File: src/rtl/spi_input_front_end_pkg.sv
// Shared constants for the SPI input front end: channel idle levels,
// channel indices and default debounce sizing.
package spi_input_front_end_pkg;

  localparam logic CS_IDLE   = 1'b1;
  localparam logic SCLK_IDLE = 1'b0;
  localparam logic MOSI_IDLE = 1'b0;

  localparam int DEF_WAIT_TIME     = 3;
  localparam int DEF_COUNTER_WIDTH = 3;

  localparam int NUM_CH  = 3;
  localparam int CH_CS   = 0;
  localparam int CH_SCLK = 1;
  localparam int CH_MOSI = 2;

  // Idle levels packed by channel index, used to seed each conditioner.
  localparam logic [NUM_CH-1:0] CH_INIT = {MOSI_IDLE, SCLK_IDLE, CS_IDLE};

endpackage

File: src/rtl/spi_input_front_end_input_conditioner.sv
// One pad channel: 2-flop synchronizer, persistence-counter debounce and
// registered one-cycle edge pulses aligned with the conditioned level change.
module input_conditioner #(
  parameter int   COUNTER_WIDTH = 3,
  parameter int   WAIT_TIME     = 3,
  parameter logic INIT          = 1'b0
) (
  input  logic clk,
  input  logic rst_n,
  input  logic noisy,
  output logic conditioned,
  output logic pos_edge,
  output logic neg_edge
);

  logic                     sync0, sync1;
  logic [COUNTER_WIDTH-1:0] cnt;

  always_ff @(posedge clk) begin
    if (!rst_n) begin
      sync0       <= INIT;
      sync1       <= INIT;
      conditioned <= INIT;
      cnt         <= '0;
      pos_edge    <= 1'b0;
      neg_edge    <= 1'b0;
    end else begin
      sync0    <= noisy;
      sync1    <= sync0;
      pos_edge <= 1'b0;
      neg_edge <= 1'b0;
      // Any return to the current level restarts the persistence count.
      if (sync1 == conditioned) begin
        cnt <= '0;
      end else if (cnt == COUNTER_WIDTH'(WAIT_TIME)) begin
        conditioned <= sync1;
        cnt         <= '0;
        pos_edge    <= sync1;
        neg_edge    <= ~sync1;
      end else begin
        cnt <= cnt + 1'b1;
      end
    end
  end

endmodule

File: src/rtl/spi_input_front_end.sv
// Conditions the raw SPI pads into the clk domain and gates sclk strobes
// to active frames (cs_cond low).
module spi_input_front_end
  import spi_input_front_end_pkg::*;
#(
  parameter int COUNTER_WIDTH = DEF_COUNTER_WIDTH,
  parameter int WAIT_TIME     = DEF_WAIT_TIME
) (
  input  logic clk,
  input  logic rst_n,
  input  logic sclk_raw,
  input  logic cs_raw,
  input  logic mosi_raw,
  output logic cs_cond,
  output logic cs_fall,
  output logic cs_rise,
  output logic mosi_cond,
  output logic sclk_pos,
  output logic sclk_neg
);

  logic [NUM_CH-1:0] raw, cond, pos, neg;

  assign raw[CH_CS]   = cs_raw;
  assign raw[CH_SCLK] = sclk_raw;
  assign raw[CH_MOSI] = mosi_raw;

  for (genvar i = 0; i < NUM_CH; i++) begin : g_ch
    input_conditioner #(
      .COUNTER_WIDTH (COUNTER_WIDTH),
      .WAIT_TIME     (WAIT_TIME),
      .INIT          (CH_INIT[i])
    ) u_cond (
      .clk         (clk),
      .rst_n       (rst_n),
      .noisy       (raw[i]),
      .conditioned (cond[i]),
      .pos_edge    (pos[i]),
      .neg_edge    (neg[i])
    );
  end

  assign cs_cond   = cond[CH_CS];
  assign cs_fall   = neg[CH_CS];
  assign cs_rise   = pos[CH_CS];
  assign mosi_cond = cond[CH_MOSI];

  // Gate on the already-updated cs level: a frame opening on the same edge
  // lets the strobe through, a frame closing on the same edge blocks it.
  assign sclk_pos = pos[CH_SCLK] & ~cond[CH_CS];
  assign sclk_neg = neg[CH_SCLK] & ~cond[CH_CS];

  logic unused_mosi_edges;
  assign unused_mosi_edges = &{1'b0, pos[CH_MOSI], neg[CH_MOSI], cond[CH_SCLK]};

endmodule
File: config.mk
export PLATFORM = sky130hd
export DESIGN_NAME = spi_input_front_end
export DESIGN_NICKNAME = d
export VERILOG_FILES = /design/src/rtl/spi_input_front_end_pkg.sv /design/src/rtl/spi_input_front_end_input_conditioner.sv /design/src/rtl/spi_input_front_end.sv
export SDC_FILE = /design/constraint.sdc
export NUM_CORES = 1
export LEC_CHECK = 0
export CAP_MARGIN = 20
export CORE_MARGIN = 2
export CORE_UTILIZATION = 55
export CTS_BUF_LIST = sky130_fd_sc_hd__clkbuf_8
export CTS_CLUSTER_DIAMETER = 30
export DETAILED_ROUTE_END_ITERATION = 10
export PLACE_DENSITY = 0.82
export REMOVE_ABC_BUFFERS = 1
export SETUP_SLACK_MARGIN = 0.2
export SYNTH_ARGS = -nofsm -noshare
export SYNTH_HDL_FRONTEND = slang
export SYNTH_SLANG_ARGS = --single-unit
export TNS_END_PERCENT = 10
File: constraint.sdc
create_clock -name clk -period 2.3 [get_ports clk]
set_input_delay 0.46 -clock clk [delete_from_list [all_inputs] [get_ports clk]]
set_output_delay 0.46 -clock clk [all_outputs]
set_load 0.02 [all_outputs]
==> results of run 1 <==
[state kept, by name (all words and copies together) (netlist names)]
name	flops
g_ch.u_cond.cnt	9
g_ch.u_cond.conditioned	3
g_ch.u_cond.sync0	3
g_ch.u_cond.sync1	3
g_ch.u_cond.neg_edge	2
g_ch.u_cond.pos_edge	2
[layer usage]
layer / vias up / track usage (%)
li1: 246 / -
met1: 224 / 19.3
met2: 5 / 26.9
met3: 2 / 5.22
met4: 0 / 9.68
met5: - / 0
[through the flow]
stage	util [%]	total power [µW]	cells
after global placement	68.0	420	88
after CTS	71.1	643	91
after global routing	71.1	662	91
after detailed placement	68.0	421	88
after floorplan	-	409	63
final	71.1	637	91
[layout by cell type, fill, tap and decap left out]
cell,count
and2_1,4
and2b_2,2
and4bb_2,1
clkbuf_8,3
clkdlybuf4s50_1,10
dfxtp_1,22
ha_1,6
inv_1,3
mux2i_1,3
nand2_1,3
nand2b_1,2
nor2b_1,2
nor3b_1,4
nor4b_1,6
nor4bb_1,2
xnor2_1,3
[layout make-up]
cell class	instances	area [µm²]	area share, %
Tap cell	15	18.8	2.00
Multi-Input combinational cell	38	325	34.7
Sequential cell	22	440	47.0
Timing Repair Buffer	10	100	10.7
Inverter	3	11.3	1.20
Clock buffer	3	41.3	4.41
[power by group]
group	internal, µW	switching, µW	total (µW)
clock network	117	109	225
logic	13.7	7.57	21.3
registers	387	3.29	391
total	517	120	637
[cells by family after synthesis]
logic type,count (synthesis),synth area share (%)
simple gates,26,24.7
flops,22,56.1
fa+ha+maj,6,9.57
buf+inv,5,2.39
xor+xnor,3,3.35
mux,3,3.83
[worst max path at each step]
stage                                                     to  slack (ns)  cells past startpoint
after floorplan                                     sclk_neg        1.04                      1
after global placement    g_ch[0].u_cond.pos_edge$_SDFF_PP0_        0.63                      3
after detailed placement  g_ch[1].u_cond.pos_edge$_SDFF_PP0_        0.55                      3
after CTS                                           sclk_pos        0.36                      2
after global routing                                sclk_pos        0.30                      2
final                                               sclk_pos        0.37                      2
[worst reg2reg max path, stage by stage, from the launching register on]
cell and delay, ns:
dfxtp_1 0.32, ha_1 0.20, ha_1 0.28, nor4b_1 0.35
==> results.py, run 1 <==
metrics = {
    "outcome": {
        "outcome": "completed",
    },
    "worst_hold_path": {
        "min_from": "g_ch[0].u_cond.sync0$_SDFF_PN1_",
        "hold-path-endpoint": "g_ch[0].u_cond.sync1$_SDFF_PN1_",
        "worstHoldPathCells": 1,
        "hold_path_class": "reg2reg",
    },
    "setup_path": {
        "max_stage_delay_ns": 0.54,
        "cp.arrival_ns": 1.47,
        "rr_worst_depth": 3,
        "cp_top_family": "buffers and inverters",
        "startpoint_type": "register",
        "cp-startpoint": "g_ch[0].u_cond.conditioned$_SDFFE_PN1P_",
        "critPathBufInv": 1,
        "reg2reg_slack_ns": 1.04,
        "crit_path_cell_trace": "and2b_2 -> clkdlybuf4s50_1",
        "required_ns": 1.84,
        "crit_type": "reg2out",
        "worstPathMaxFanout": 7,
        "r2r_end": "g_ch[0].u_cond.cnt[2]$_SDFF_PP0_",
        "end_kind": "primary output",
        "rr_startpoint": "g_ch[0].u_cond.cnt[0]$_SDFF_PP0_",
        "cp_slowest_cell": "clkdlybuf4s50_1",
    },
    "die": {
        "die_w_um": 41.8,
        "core_mm2": 0.00132,
        "top_level_ports": 11,
        "initial_core_util_pct": 59.5,
        "num_rows": 13,
        "fp.dieH_um": 41.8,
        "dieArea_mm2": 0.00174,
    },
    "timing": {
        "fin_tns_setup_ns": 0,
        "setup_viol": 0,
        "holdWs_ns": 0.413,
        "period_share_pct": 83.8,
        "fmax_mhz": 519,
        "fin_crit_ns": 1.93,
        "worst_pin_slew_ns": 0.505,
        "fin_skew_ns": 0.00316,
        "maxSlewHeadroom_pct": 66.2,
        "drv_slew": 0,
        "hold_viol_final": 0,
        "final.setup.worst_slack_ns": 0.372,
        "rsz0062_at_grt": "false",
    },
    "synthesis": {
        "yosysUniqueCellTypes": 15,
        "yosys-top-cells-count": "22 x dfxtp_1, 6 x ha_1, 6 x nor4b_1, 4 x and2_1, 4 x nor3b_1",
        "synth-edff-count": 0,
        "yosysMostFrequentCell": "dfxtp_1",
        "synth_area_um2": 785,
        "yosys_warnings": 0,
        "synth_area_leader_cell": "dfxtp_1",
        "syn_inst": 65,
        "yosys-top-cells-area": "dfxtp_1 56%, ha_1 9.6%, nor4b_1 6.7%",
        "synth.avg_cell_area_um2": 12.1,
        "yosysTopAreaCellShare_pct": 56.1,
        "synth_seq_area_share_pct": 56.1,
        "async_flop_share_pct": 0,
        "synth_seq_cells": 22,
        "ys.flop_type": "dfxtp_1",
    },
    "pwr": {
        "leakagePower_uw": 0.000346,
        "ir_worst_vdd_uv": 534,
        "power.density_mw_per_mm2": 680,
    },
    "clocking": {
        "root_buffer": "clkbuf_8",
        "hold_buffers": 0,
        "clkLatencyLatePin_ns": 0.25,
        "htree_levels": 1,
        "path_clk_slew_ns": 0.07,
        "cts_tree": "done",
        "cts-resized-gates": 0,
        "cts_setup_buffers": 0,
        "cts_buffers": 3,
        "clockBufferDepth": 2,
        "cts.sinks": 22,
    },
    "global_route": {
        "antenna_found_initial": 0,
        "grt_max_degree": 21,
        "grt_usage_pct": 16.7,
        "grt_pass1_vias": 497,
        "grt_pass1_wl_mm": 2.15,
        "gr-total-overflow": 0,
    },
    "detailed_routing": {
        "wl_met1_um": 528,
        "post-route-drc-count": 0,
        "drt_first_iter_violations": 3,
        "highest_layer": "met4",
        "routed_wirelength_mm": 1.17,
        "wl_met2_um": 598,
        "viasPerCell": 5.24,
        "drt.antenna.violating_nets": 0,
        "firstDrtPassIters": 3,
        "met3_wirelength_um": 35,
        "num_vias": 477,
        "post_drt_wl_per_cell_um": 12.9,
    },
    "final_layout": {
        "area_delta_synth_final_pct": 19.5,
        "fill_cells": 103,
        "drive_above_1_share_pct": 7.89,
        "final_area_um2": 937,
        "nNetsFinal": 89,
        "n_antenna_cell": 0,
    },
    "place": {
        "port_buffers": 10,
        "dpl_cell_area_um2": 896,
        "dp_hpwl_um": 856,
        "place_ws_ns": 0.545,
        "gp_congestion": 0.608,
    },
    "flow_run": {
        "cap_violations": 0,
    },
}
(Power assumes the default switching activity.)
==> inputs of run 2 (changes only) <==
- CORE_UTILIZATION: 55 -> 54
- PLACE_DENSITY: 0.82 -> 0.81
- clock period: 2.3 -> 1.9 ns (I/O delays scaled with it)
==> run 2 against run 1 <==
- hold slack better by 0.0072 ns
- register-to-register slack worse by 0.31 ns
- cell count is 2.2% higher
- sequential share of layout area is 1.0 points lower
- global-route usage is 0.99 points lower
- die area is 1.7% higher
- worst setup slack worse by 0.12 ns
- clock power is 44% higher
- sequential cell count stayed put
- non-clock buffer count is 1 higher
- critical path depth is 1 lower
- sequential power is 21% higher
- largest power group unchanged
==> results.py, run 2 (synthesis gave the netlist of run 1 again) <==
metrics = {
    "pwr": {
        "ir_worst_vdd_uv": 663,
        "power.density_mw_per_mm2": 857,
        "leakagePower_uw": 0.000381,
    },
    "clocking": {
        "clockBufferDepth": 2,
        "hold_buffers": 0,
        "path_clk_slew_ns": 0.07,
        "root_buffer": "clkbuf_8",
        "cts_tree": "done",
        "htree_levels": 1,
        "cts_setup_buffers": 0,
        "clkLatencyLatePin_ns": 0.26,
        "cts_buffers": 3,
        "cts.sinks": 22,
    },
    "timing": {
        "drv_slew": 0,
        "period_share_pct": 86.8,
        "worst_pin_slew_ns": 0.271,
        "setup_viol": 0,
        "holdWs_ns": 0.420,
        "fmax_mhz": 607,
        "final.setup.worst_slack_ns": 0.252,
        "rsz0062_at_grt": "true",
        "hold_viol_final": 0,
        "fin_skew_ns": 0.00351,
        "fin_tns_setup_ns": 0,
        "fin_crit_ns": 1.65,
        "maxSlewHeadroom_pct": 81.8,
    },
    "setup_path": {
        "cp.arrival_ns": 1.27,
        "crit_type": "reg2out",
        "crit_path_cell_trace": "clkdlybuf4s50_1",
        "startpoint_type": "register",
        "cp-startpoint": "g_ch[0].u_cond.conditioned$_SDFFE_PN1P_",
        "required_ns": 1.52,
        "cp_slowest_cell": "clkdlybuf4s50_1",
        "rr_startpoint": "g_ch[0].u_cond.cnt[0]$_SDFF_PP0_",
        "end_kind": "primary output",
        "cp_top_family": "buffers and inverters",
        "r2r_end": "g_ch[0].u_cond.conditioned$_SDFFE_PN1P_",
        "critical_path_depth": 1,
        "critPathBufInv": 1,
        "max_stage_delay_ns": 0.63,
        "rr_worst_depth": 4,
        "worstPathMaxFanout": 7,
        "reg2reg_slack_ns": 0.73,
        "cp-endpoint": "cs_cond",
    },
    "detailed_routing": {
        "wl_met1_um": 531,
        "routed_wirelength_mm": 1.14,
        "drt_first_iter_violations": 4,
        "viasPerCell": 5.05,
        "highest_layer": "met4",
        "firstDrtPassIters": 4,
        "num_vias": 470,
        "post-route-drc-count": 0,
        "wl_met2_um": 547,
        "post_drt_wl_per_cell_um": 12.2,
        "drt.antenna.violating_nets": 0,
        "met3_wirelength_um": 43,
    },
    "global_route": {
        "antenna_found_initial": 0,
        "gr-total-overflow": 0,
        "grt_pass1_vias": 505,
        "grt_pass1_wl_mm": 2.07,
        "grt_usage_pct": 15.7,
        "grt_max_degree": 21,
    },
    "final_layout": {
        "layout_common_cells": "21 x dfxtp_1, 8 x clkdlybuf4s50_1, 6 x nor4b_1, 6 x ha_1",
        "nNetsFinal": 90,
        "n_antenna_cell": 0,
        "area_delta_synth_final_pct": 22.5,
        "regMostFlops": "g_ch.u_cond.cnt",
        "largest_reg_flops": 9,
        "final_common_cell": "dfxtp_1",
        "drive_above_1_share_pct": 11.5,
    },
    "die": {
        "die_w_um": 42.1,
        "dieArea_mm2": 0.00177,
        "fp.dieH_um": 42.1,
        "initial_core_util_pct": 58.8,
        "top_level_ports": 11,
        "num_rows": 13,
        "core_mm2": 0.00133,
    },
    "outcome": {
        "outcome": "completed",
    },
    "worst_hold_path": {
        "hold_path_class": "reg2reg",
    },
    "place": {
        "gp_congestion": 0.656,
        "port_buffers": 10,
        "place_ws_ns": 0.322,
        "dp_hpwl_um": 792,
    },
    "flow_run": {
        "cap_violations": 0,
    },
}
==> run 2: cell types whose count changed in the layout (fill, tap and decap cells not counted), sizes merged <==
cell	change
clkdlybuf4s50	-2
buf	+1
clkbuf	+1
dlygate4sd2	+1
dlymetal6s2s	+1
==> run 2: layout make-up <==
type	instances	area, µm²
clock buffers	4	55.1
repair buffers	11	109
flip-flops and latches	22	442
multi-input cells	38	325
fillers	96	373
inverters	3	11.3
well taps	15	18.8
==> run 2: where the power goes <==
part	leakage, µW	switching [µW]	total, µW	internal [µW]
clock network	0.0000288	139	323	184
logic	0.000174	9.86	27.6	17.8
registers	0.000178	4.05	473	469
total	0.000381	153	824	671
==> run 2: how the worst min path moves through the flow <==
| stage | startpoint | end | slack, ns | depth (start not counted) |
|---|---|---|---|---|
| after CTS | g_ch[0].u_cond.sync0$_SDFF_PN1_ | g_ch[0].u_cond.sync1$_SDFF_PN1_ | 0.42 | 1 |
| final | g_ch[0].u_cond.sync0$_SDFF_PN1_ | g_ch[0].u_cond.sync1$_SDFF_PN1_ | 0.42 | 1 |
| after global routing | g_ch[0].u_cond.sync0$_SDFF_PN1_ | g_ch[0].u_cond.sync1$_SDFF_PN1_ | 0.44 | 1 |
| after global placement | g_ch[0].u_cond.sync0$_SDFF_PN1_ | g_ch[0].u_cond.sync1$_SDFF_PN1_ | 0.39 | 1 |
| after detailed placement | g_ch[0].u_cond.sync0$_SDFF_PN1_ | g_ch[0].u_cond.sync1$_SDFF_PN1_ | 0.40 | 1 |
| after floorplan | g_ch[0].u_cond.sync0$_SDFF_PN1_ | g_ch[0].u_cond.sync1$_SDFF_PN1_ | 0.39 | 1 |
==> run 2: repair_timing <==
| action | in CTS | in global routing |
|---|---|---|
| gates resized for setup | 2 | 1 |
| setup endpoints to repair | 3 | 2 |
| pin swaps | 0 | 0 |
==> run 2: per-stage QoR <==
step           instances  total power (µW)  instance area, µm²  utilization, %
6_report              93               824                 961            72.0
5_1_grt               93               855                 961            72.0
4_1_cts               93               834                 958            71.9
3_5_place_dp          89               511                 903            67.7
3_3_place_gp          89               510                 903            67.7
2_1_floorplan         63               495                 777               -
==> run 2: routing by layer <==
metal  track usage (%)  vias up
li1                  -      248
met1              17.9      211
met2              25.9        9
met3              3.02        2
met4              11.3        0
met5                 0        -
